==> config.mk <==
export PLATFORM = sky130hd
export DESIGN_NAME = imem_arbiter
export DESIGN_NICKNAME = d
export VERILOG_FILES = /design/src/rtl/imem_arbiter.sv
export SDC_FILE = /design/constraint.sdc
export NUM_CORES = 1
export LEC_CHECK = 0
export ABC_AREA = 1
export CAP_MARGIN = 10
export CORE_MARGIN = 2
export CORE_UTILIZATION = 45
export CTS_CLUSTER_SIZE = 28
export DETAILED_ROUTE_END_ITERATION = 10
export PLACE_DENSITY = 0.81
export RECOVER_POWER = 100
export SLEW_MARGIN = 10
export SYNTH_ARGS = -nofsm -noshare
export SYNTH_HDL_FRONTEND = slang
export SYNTH_SLANG_ARGS = --single-unit
==> constraint.sdc <==
create_clock -name clk -period 4.2 [get_ports clk]
set_input_delay 0.63 -clock clk [delete_from_list [all_inputs] [get_ports clk]]
set_output_delay 0.63 -clock clk [all_outputs]
set_load 0.01 [all_outputs]
==> src/rtl/imem_arbiter.sv <==
// imem_arbiter: round-robin share of the single-port instruction RAM among cores (IMEM_ARB_FIXED_PRIO_EN selects fixed priority)
module imem_arbiter #(
  parameter int NUM_CORES = 4,
  parameter int ADDR_W    = 16,
  parameter int DATA_W    = 16,
  parameter int MEM_LAT   = 1
) (
  input  logic                        clk,
  input  logic                        reset,
  input  logic [NUM_CORES-1:0]        core_req,
  input  logic [NUM_CORES*ADDR_W-1:0] core_addr,
  output logic [NUM_CORES*DATA_W-1:0] core_rdata,
  output logic [NUM_CORES-1:0]        core_valid,
  output logic [ADDR_W-1:0]           mem_addr,
  output logic                        mem_rd,
  input  logic [DATA_W-1:0]           mem_dataout,
  output logic                        busy
);
  localparam int IW = (NUM_CORES > 1) ? $clog2(NUM_CORES) : 1;
  localparam int LW = $clog2(MEM_LAT + 1);
  typedef enum logic [1:0] {IDLE, READ, DONE} state_t;
  state_t state, state_nx;
  logic [IW-1:0] grant_idx, winner;
  logic [LW-1:0] lat_cnt;
  logic any_req;
  assign any_req = |core_req;
`ifdef IMEM_ARB_FIXED_PRIO_EN
  // lowest-index requester wins
  always_comb begin
    winner = '0;
    for (int k = NUM_CORES - 1; k >= 0; k--)
      if (core_req[k]) winner = IW'(k);
  end
`else
  logic [IW-1:0] last_grant, cand;
  logic found;
  // first requester after the last served core, wrapping
  always_comb begin
    winner = '0;
    found = 1'b0;
    cand = last_grant;
    for (int k = 0; k < NUM_CORES; k++) begin
      cand = (cand == IW'(NUM_CORES - 1)) ? '0 : cand + 1'b1;
      if (core_req[cand] && !found) begin
        winner = cand;
        found = 1'b1;
      end
    end
  end
  // remember who was served last so it goes to the back of the line
  always_ff @(posedge clk or posedge reset)
    if (reset) last_grant <= IW'(NUM_CORES - 1);
    else if (state == READ && lat_cnt == '0) last_grant <= grant_idx;
`endif
  // state register
  always_ff @(posedge clk or posedge reset)
    if (reset) state <= IDLE;
    else state <= state_nx;
  // next state: DONE always returns to IDLE so the served core gets an edge to drop req
  always_comb
    state_nx = (state == IDLE) ? (any_req ? READ : IDLE) :
               (state == READ) ? ((lat_cnt == '0) ? DONE : READ) : IDLE;
  // outputs decoded from state
  always_comb busy = (state != IDLE);
  // grant capture, RAM drive, latency count and per-core data return
  always_ff @(posedge clk or posedge reset)
    if (reset) begin
      grant_idx  <= '0;
      mem_addr   <= '0;
      mem_rd     <= 1'b0;
      lat_cnt    <= '0;
      core_rdata <= '0;
      core_valid <= '0;
    end else begin
      core_valid <= '0;
      if (state == IDLE && any_req) begin
        grant_idx <= winner;
        mem_addr  <= core_addr[winner*ADDR_W +: ADDR_W];
        mem_rd    <= 1'b1;
        lat_cnt   <= LW'(MEM_LAT - 1);
      end
      if (state == READ) begin
        if (lat_cnt == '0) begin
          core_rdata[grant_idx*DATA_W +: DATA_W] <= mem_dataout;
          core_valid[grant_idx] <= 1'b1;
          mem_rd <= 1'b0;
        end else lat_cnt <= lat_cnt - 1'b1;
      end
    end
endmodule

==> summary.md, run 1 <==
| Metric | Value |
|---|---|
| Status | finished, violations left |
| Violations in the final reports | capacitance limit, slew limit |
| Slack of the critical path | 716 ps |
| Clock tree from TritonCTS | done |
| Row Count | 37 |
| Most frequent cells in the layout | sky130_fd_sc_hd__nand2_1 (200), sky130_fd_sc_hd__dfrtp_1 (90), sky130_fd_sc_hd__dlygate4sd3_1 (88) |
| Slew HR | -0.237 |
| Leakage power total | 0.00334 uW |
| Yosys warning count | 0 |
| Clock latency reported for the late side of the worst-skew pair | approximately 370 ps |
| Crit. Startpoint | last_grant[0] |
| R2R Path Start | last_grant[0] |
| Setup violations, final | 0 |
| Post-synthesis sequential element count | 92 |
| Aggregate global routing overflow | 0 |
| RD Place Congestion | slightly above 0.9 |
| Post-Route Setup TNS | 0 ps |
| Period minus WS final | roughly 3500 ps |
| I/O pin count | roughly 170 |
| Number of remaining DRC errors | 0 |
| Simple-gate share of the synthesized area | 0.345 |
| Post-Synth Adder-Cell Area | 0.0158 |
| Wire length per cell | approximately 15 um |
| Worst setup slack after placement | about 830 ps |
| Total inserted antenna cells | 0 |
| Sinks on the clock net | 92 |
| Hold buffers post-CTS | 0 |
| Critical Path, Cell by Cell | ha_1 > inv_1 > nand2_1 > nand2_1 > nand2_1 > nand2_1 > nand2_1 > nand2_1 > nand3_2 > nand2_2 > nand2_1 > nand3_1 > nand2_1 > nand2_1 > nand2_1 |
| Remaining antenna violation count after routing | 0 |
| Detailed-route via count | about 4.9k |
| CTS Buffer Depth | 2 |
| Count of instances resized after the clock tree is built | 0 |
| Post-synthesis cell count | 632 |
| Element type at the critical path end | flop |
| Fraction of the cycle the final worst path needs | 0.829 |
| Die width | around 110 um |
| First-pass GRT wire length | around 21000 um |
| Total number of nets in the final design | 877 |
| Worst-margin pin slew | 1850 ps |
| Cell type of the slowest stage on the worst timing path | sky130_fd_sc_hd__nand2_2 |
| Mean cell area of the mapped netlist | 7.52 um^2 |
| Leading cell type in the layout, fill and taps excluded | sky130_fd_sc_hd__nand2_1 |
| Post-CTS setup-driven buffer insertion count | 0 |
| Net Count, Synth | roughly 720 |
| Worst min-delay path startpoint | mem_addr[13] |
| Number of unique standard cell types used by synthesis | 25 |
| Element type at the critical path start | flop |
| Peak VDD IR | about 0.00076 V |
| Relative contribution of the clock network to total power | 0.102 |
| Post-synthesis sequential area ratio | 0.485 |
| Mux contribution to synthesized area | 0 |
| Clock Pin Slew Worst Setup and Hold Paths | 100 ps |
| DR vias/cell | ~5.3 |
| Comb pwr share | 0.632 |
| Stage delay of the slowest cell on the critical path | 720 ps |
| GRT Resource Usage Total | 0.234 |
| Power density over the cells | between 800 and 900 mW/mm^2 |
| Half-perimeter wire length after placement | around 10000 um |
| Clk Tree Root Cell | sky130_fd_sc_hd__clkbuf_8 |
| Compound-cell area share of the yosys netlist | 0.0784 |
| Starting utilization of the core area | 0.463 |
| Maximum level of the CTS H-tree | 3 |
| Crit path arrival time | 3740 ps |
| Initial antenna violation count | 0 |
| Total routed wirelength | around 13000 um |
| WS Path Type | reg2reg |
| Area enclosed by the die boundary | roughly 0.011 mm^2 |
| Parity-gate share of the synthesized area counting xor and xnor cells | 0 |
| Class of the tightest hold or removal check | reg2reg |
| Die height | between 100 and 150 um |
| Slew Limit Fails | 33 |
| Maximum net fanout on the critical path | 33 |
| Part of the total power dissipated in sequential elements | 0.266 |
| Area growth syn-to-layout | 41.0% |
| Setup repair after global routing missed its margin | false |
| Largest family of logic cells by synthesized area | simple AND/OR/NAND/NOR gates |
| Final setup skew | ~12 ps |
| Clock buffers created by TritonCTS | 9 |
| Placeable core region | approximately 0.010 mm^2 |
| Mapped cell area | between 0.004 and 0.005 mm^2 |
| Fraction of power spent switching nets | 0.494 |
| Detailed-router iteration count before antenna repair | 5 |
| CP required | between 4000 and 5000 ps |
| Largest net degree at the start of global routing | 93 |
| Share of cells above drive strength 1 | 0.0468 |
| Final-layout fill cell count | between 900 and 1k |
| Number of buffer cells added on primary ports | approximately 170 |
| Reported net switching power | ~2800 uW |
| Maximum clock frequency | approximately 0.29 GHz |
| Most used cell along the critical path | sky130_fd_sc_hd__nand2_1 |
| Final-report hold violation count | 0 |
| Cell Int Power | about 2900 uW |
| Number of DRC markers in iteration 0 | 210 |
| Vias in the first global route | 4586 |
| Number of max-cap violations | 2 |
## cell usage after synthesis
library cell               instances  area [um^2]
sky130_fd_sc_hd__buf_4             4         30.0
sky130_fd_sc_hd__nor2_2            3         18.8
sky130_fd_sc_hd__inv_1            49          184
sky130_fd_sc_hd__nor2_1           50          188
sky130_fd_sc_hd__nor3_1            4         20.0
sky130_fd_sc_hd__and3_1            1         6.26
sky130_fd_sc_hd__nand3_2           2         20.0
sky130_fd_sc_hd__inv_2             5         18.8
sky130_fd_sc_hd__nand2_1         199          747
sky130_fd_sc_hd__dfrtp_1          90         2250
sky130_fd_sc_hd__nand3_1          76          380
sky130_fd_sc_hd__ha_1              6         75.1
sky130_fd_sc_hd__o21ai_0          34          170
sky130_fd_sc_hd__buf_1             1         3.75
sky130_fd_sc_hd__nand3b_1         11         82.6
sky130_fd_sc_hd__nor2_4            1         11.3
sky130_fd_sc_hd__dfstp_2           2         52.6
sky130_fd_sc_hd__nand2_2           2         12.5
sky130_fd_sc_hd__nand4_2           1         12.5
sky130_fd_sc_hd__clkbuf_1         21         78.8
sky130_fd_sc_hd__o21ai_2           2         17.5
sky130_fd_sc_hd__nand4_1          21          131
sky130_fd_sc_hd__nand2_4           1         11.3
sky130_fd_sc_hd__a21oi_1          37          185
sky130_fd_sc_hd__buf_2             9         45.0
## logic make-up (layout without fill, tap and decap cells)
group	count (synthesis)	in the layout
AND/OR/NAND/NOR	372	372
flip-flops	92	92
AO/OA/AOI/OAI	73	73
buffers and inverters	89	247
adder cells (fa/ha/maj)	6	6
## path summary, 6_finish.rpt
check	cells after the start	end	slack (ps)
max	15	mem_addr[14]	720
max reg2reg	15	mem_addr[14]	720
min in group asynchronous	2	mem_addr[10]	980
max in group asynchronous	3	core_rdata[27]	1210
min reg2reg	2	mem_addr[13]	480
min	2	mem_addr[13]	480
## per-layer routing
| layer | routed length, um | vias to the layer above | global-route usage |
|---|---|---|---|
| li1 | - | 2352 | - |
| met1 | 5420 | 2336 | 0.287 |
| met2 | 7010 | 141 | 0.410 |
| met3 | 572 | 39 | 0.0444 |
| met4 | 447 | 0 | 0.0863 |
| met5 | 0 | - | 0 |
## registers in the layout, summed over array words and instances, names as in the netlist
| signal | flops |
|---|---|
| mem_rd | 1 |
| grant_idx | 2 |
| core_valid | 4 |
| last_grant | 2 |
| state | 2 |
| core_rdata | 64 |
| mem_addr | 16 |
| lat_cnt | 1 |
## power groups by stage
stage	Sequential [uW]	Combinational, uW	Clock [uW]
final	1520	3620	584
after global routing	1570	4030	646
after CTS	1540	3780	601
after detailed placement	1560	3760	0
after global placement	1550	3640	0
after floorplan	1700	2310	0
## area by class of cell
cell class	count	area, um^2	share of cell area
Clock buffer	9	124	0.0185
Clock inverter	7	68.8	0.0103
Inverter	54	204	0.0304
Multi-Input combinational cell	451	2090	0.312
Sequential cell	92	2300	0.344
Tap cell	136	170	0.0254
Timing Repair Buffer	177	1740	0.260
## through the flow
stage | cells | power, uW | cell area, um^2 | utilization | hold WS, ps
6_report | 926 | 5720 | 6700 | 0.652 | 479
2_1_floorplan | 632 | 4020 | 4750 | - | 445
4_1_cts | 925 | 5930 | 6710 | 0.653 | 489
3_5_place_dp | 909 | 5320 | 6520 | 0.635 | 464
3_3_place_gp | 909 | 5190 | 6520 | 0.635 | 465
5_1_grt | 926 | 6240 | 6700 | 0.652 | 523
## critical path, delay by kind of cell, from the launching register on
family                   cells  cell delay (ps)
AND/OR/NAND/NOR             13             2180
flip-flops                   1              660
adder cells (fa/ha/maj)      1              360
buffers and inverters        1              160
No activity file was read; power rests on OpenSTA's default activity.
==> run 2: changes to the inputs <==
==> constraint.sdc (replaced) <==
create_clock -name clk -period 3.5 [get_ports clk]
set_input_delay 0.525 -clock clk [delete_from_list [all_inputs] [get_ports clk]]
set_output_delay 0.525 -clock clk [all_outputs]
set_load 0.01 [all_outputs]
==> summary.md, run 2 (synthesis gave the netlist of run 1 again) <==
| Metric | Value |
|---|---|
| Worst-margin pin slew | 1900 ps (+53.3 ps) |
| Slew Limit Fails | 93 (+180%) |
| First-pass GRT wire length | 22700 um (+6.0%) |
| Maximum level of the CTS H-tree | 3 (unchanged) |
| Row Count | 37 (unchanged) |
| Share of cells above drive strength 1 | 0.0516 (+0.00474) |
| Count of instances resized after the clock tree is built | 0 (unchanged) |
| Element type at the critical path end | flop |
| Clock tree from TritonCTS | done |
| Buffers and inverters on the worst path | 1 (unchanged) |
| Peak VDD IR | 0.000898 V (+19%) |
| Cell type of the slowest stage on the worst timing path | sky130_fd_sc_hd__nor2_1 |
| Maximum net fanout on the critical path | 12 (-64%) |
| Number of remaining DRC errors | 0 (unchanged) |
| Part of the total power dissipated in sequential elements | 0.262 (-0.004) |
| Vias in the first global route | 4864 (+6.1%) |
| Crit path arrival time | 3190 ps (-550 ps) |
| Slew HR | -0.271 (-0.0337) |
| Die width | 107 um (unchanged) |
| RD Place Congestion | 0.849 (-6.8%) |
| CTS Buffer Depth | 2 (unchanged) |
| Area enclosed by the die boundary | 0.0114 mm^2 (unchanged) |
| Hold buffers post-CTS | 0 (unchanged) |
| Most used cell along the critical path | sky130_fd_sc_hd__nand2_1 |
| Area growth syn-to-layout | 42.3% |
| Setup repair after global routing missed its margin | false |
| Detailed-route via count | 4914 (+0.94%) |
| Number of buffer cells added on primary ports | 171 (unchanged) |
| Total number of nets in the final design | 882 (+0.57%) |
| Fraction of the cycle the final worst path needs | 0.844 (+0.0147) |
| Total routed wirelength | 13500 um (+0.38%) |
| Post-Route Setup TNS | 0 ps (unchanged) |
| Element type at the critical path start | flop |
| Clock latency reported for the late side of the worst-skew pair | 360 ps (about the same) |
| Aggregate global routing overflow | 0 (unchanged) |
| Setup violations, final | 0 (unchanged) |
| Largest net degree at the start of global routing | 93 (unchanged) |
| Leading cell type in the layout, fill and taps excluded | sky130_fd_sc_hd__nand2_1 |
| Post-Place Cell Area | 0.00657 mm^2 (+0.69%) |
| Die height | 107 um (unchanged) |
| Largest register by flop count | core_rdata |
| Regs by FF count | core_rdata x64, mem_addr x16, core_valid x4 |
| Maximum clock frequency | 0.338 GHz (+18%) |
| Reported net switching power | 3410 uW (+21%) |
| Post-CTS setup-driven buffer insertion count | 0 (unchanged) |
| Clk Tree Root Cell | sky130_fd_sc_hd__clkbuf_8 |
| Number of DRC markers in iteration 0 | 229 (+9.0%) |
| Violations in the final reports | capacitance limit, slew limit |
| DR vias/cell | 5.28 (+0.40%) |
| GRT Resource Usage Total | 0.245 (+0.0106) |
| I/O pin count | 172 (unchanged) |
| Number of max-cap violations | 1 (-1) |
| Remaining antenna violation count after routing | 0 (unchanged) |
| Clock buffers created by TritonCTS | 9 (unchanged) |
| Initial antenna violation count | 0 (unchanged) |
| Placeable core region | 0.0103 mm^2 (unchanged) |
| CP required | 3740 ps (-720 ps) |
| Half-perimeter wire length after placement | 10200 um (+1.7%) |
| Sinks on the clock net | 92 (unchanged) |
| Fin area | 0.00677 mm^2 (+0.93%) |
| Status | finished, violations left |
| Clock Pin Slew Worst Setup and Hold Paths | 90 ps (about the same) |
| Period minus WS final | 2950 ps (-529 ps) |
| Final setup skew | 16.3 ps (+4.23 ps) |
| Leakage power total | 0.00337 uW (+0.94%) |
| Most frequent cells in the layout | sky130_fd_sc_hd__nand2_1 (199), sky130_fd_sc_hd__dfrtp_1 (90), sky130_fd_sc_hd__dlygate4sd3_1 (88) |
| Starting utilization of the core area | 0.463 (unchanged) |
| Largest delay share family, worst path | simple AND/OR/NAND/NOR gates |
| Total inserted antenna cells | 0 (unchanged) |
| Final-report hold violation count | 0 (unchanged) |
| Comb pwr share | 0.626 (-0.006) |
| Critical Path, Cell by Cell | ha_1 > inv_1 > nand2_4 > nand2_1 > nand2_1 > nand2_1 > nand2_1 > nand3_2 > nor2_2 > nor2_1 > nor2_1 > nor2_1 > nand2_1 > nand3_1 |
| Cell Int Power | 3650 uW (+26%) |
| Detailed-router iteration count before antenna repair | 5 (unchanged) |
| WS Path Type | reg2reg |
| Class of the tightest hold or removal check | reg2reg |
| Power density over the cells | 1040 mW/mm^2 (+22%) |
| Fraction of power spent switching nets | 0.483 (-0.0106) |
| Wire length per cell | 14.5 um (-0.16%) |
| Flip-flop count of the largest register, all copies and words added | 64 (unchanged) |
| Relative contribution of the clock network to total power | 0.112 (+0.010) |
| Stage delay of the slowest cell on the critical path | 630 ps (-90 ps) |
-- run 2: worst paths after layout --
kind / start / endpoint / slack, ps / cells after the start
worst max-delay path: last_grant[0] / mem_addr[7] / 550 / 14
worst min-delay path: mem_addr[10] / mem_addr[10] / 490 / 2
worst max register to register: last_grant[0] / mem_addr[7] / 550 / 14
worst min register to register: mem_addr[10] / mem_addr[10] / 490 / 2
max in group asynchronous: reset / core_valid[0] / 1290 / 2
min in group asynchronous: reset / mem_addr[6] / 1210 / 2
-- run 2: stage by stage --
stage | power [uW] | std cells | util | hold WS, ps | worst slack [ps]
final | 7060 | 931 | 0.658 | 489 | 546
after global routing | 7730 | 931 | 0.658 | 513 | 322
after CTS | 7270 | 931 | 0.660 | 494 | 906
after detailed placement | 6470 | 915 | 0.639 | 474 | 696
after global placement | 6300 | 915 | 0.639 | 465 | 842
after floorplan | 4820 | 632 | - | 445 | 586
-- run 2: cell type report --
class,instances,area [um^2]
Tap cell,136,170
Fill cell,895,3510
Clock buffer,9,124
Inverter,54,206
Timing Repair Buffer,182,1780
Clock inverter,7,96.3
Sequential cell,92,2300
Multi-Input combinational cell,451,2090
-- run 2: layer usage --
layer,track usage,wire length (um),vias to the layer above
li1,-,-,2364
met1,0.307,5520,2344
met2,0.433,6910,174
met3,0.0365,685,32
met4,0.0816,387,0
met5,0,0,-
-- run 2: power by group through the flow --
stage	registers [uW]	clock network, uW	logic (uW)
2_1_floorplan	2040	0	2780
3_3_place_gp	1860	0	4440
3_5_place_dp	1880	0	4590
4_1_cts	1870	804	4600
5_1_grt	1910	857	4970
6_report	1850	791	4420
-- run 2: tightest hold or removal path, cell delays in order (launching register included) --
cell and delay [ps]:
sky130_fd_sc_hd__dfrtp_1 360, sky130_fd_sc_hd__nand2_1 50, sky130_fd_sc_hd__nand2_1 50
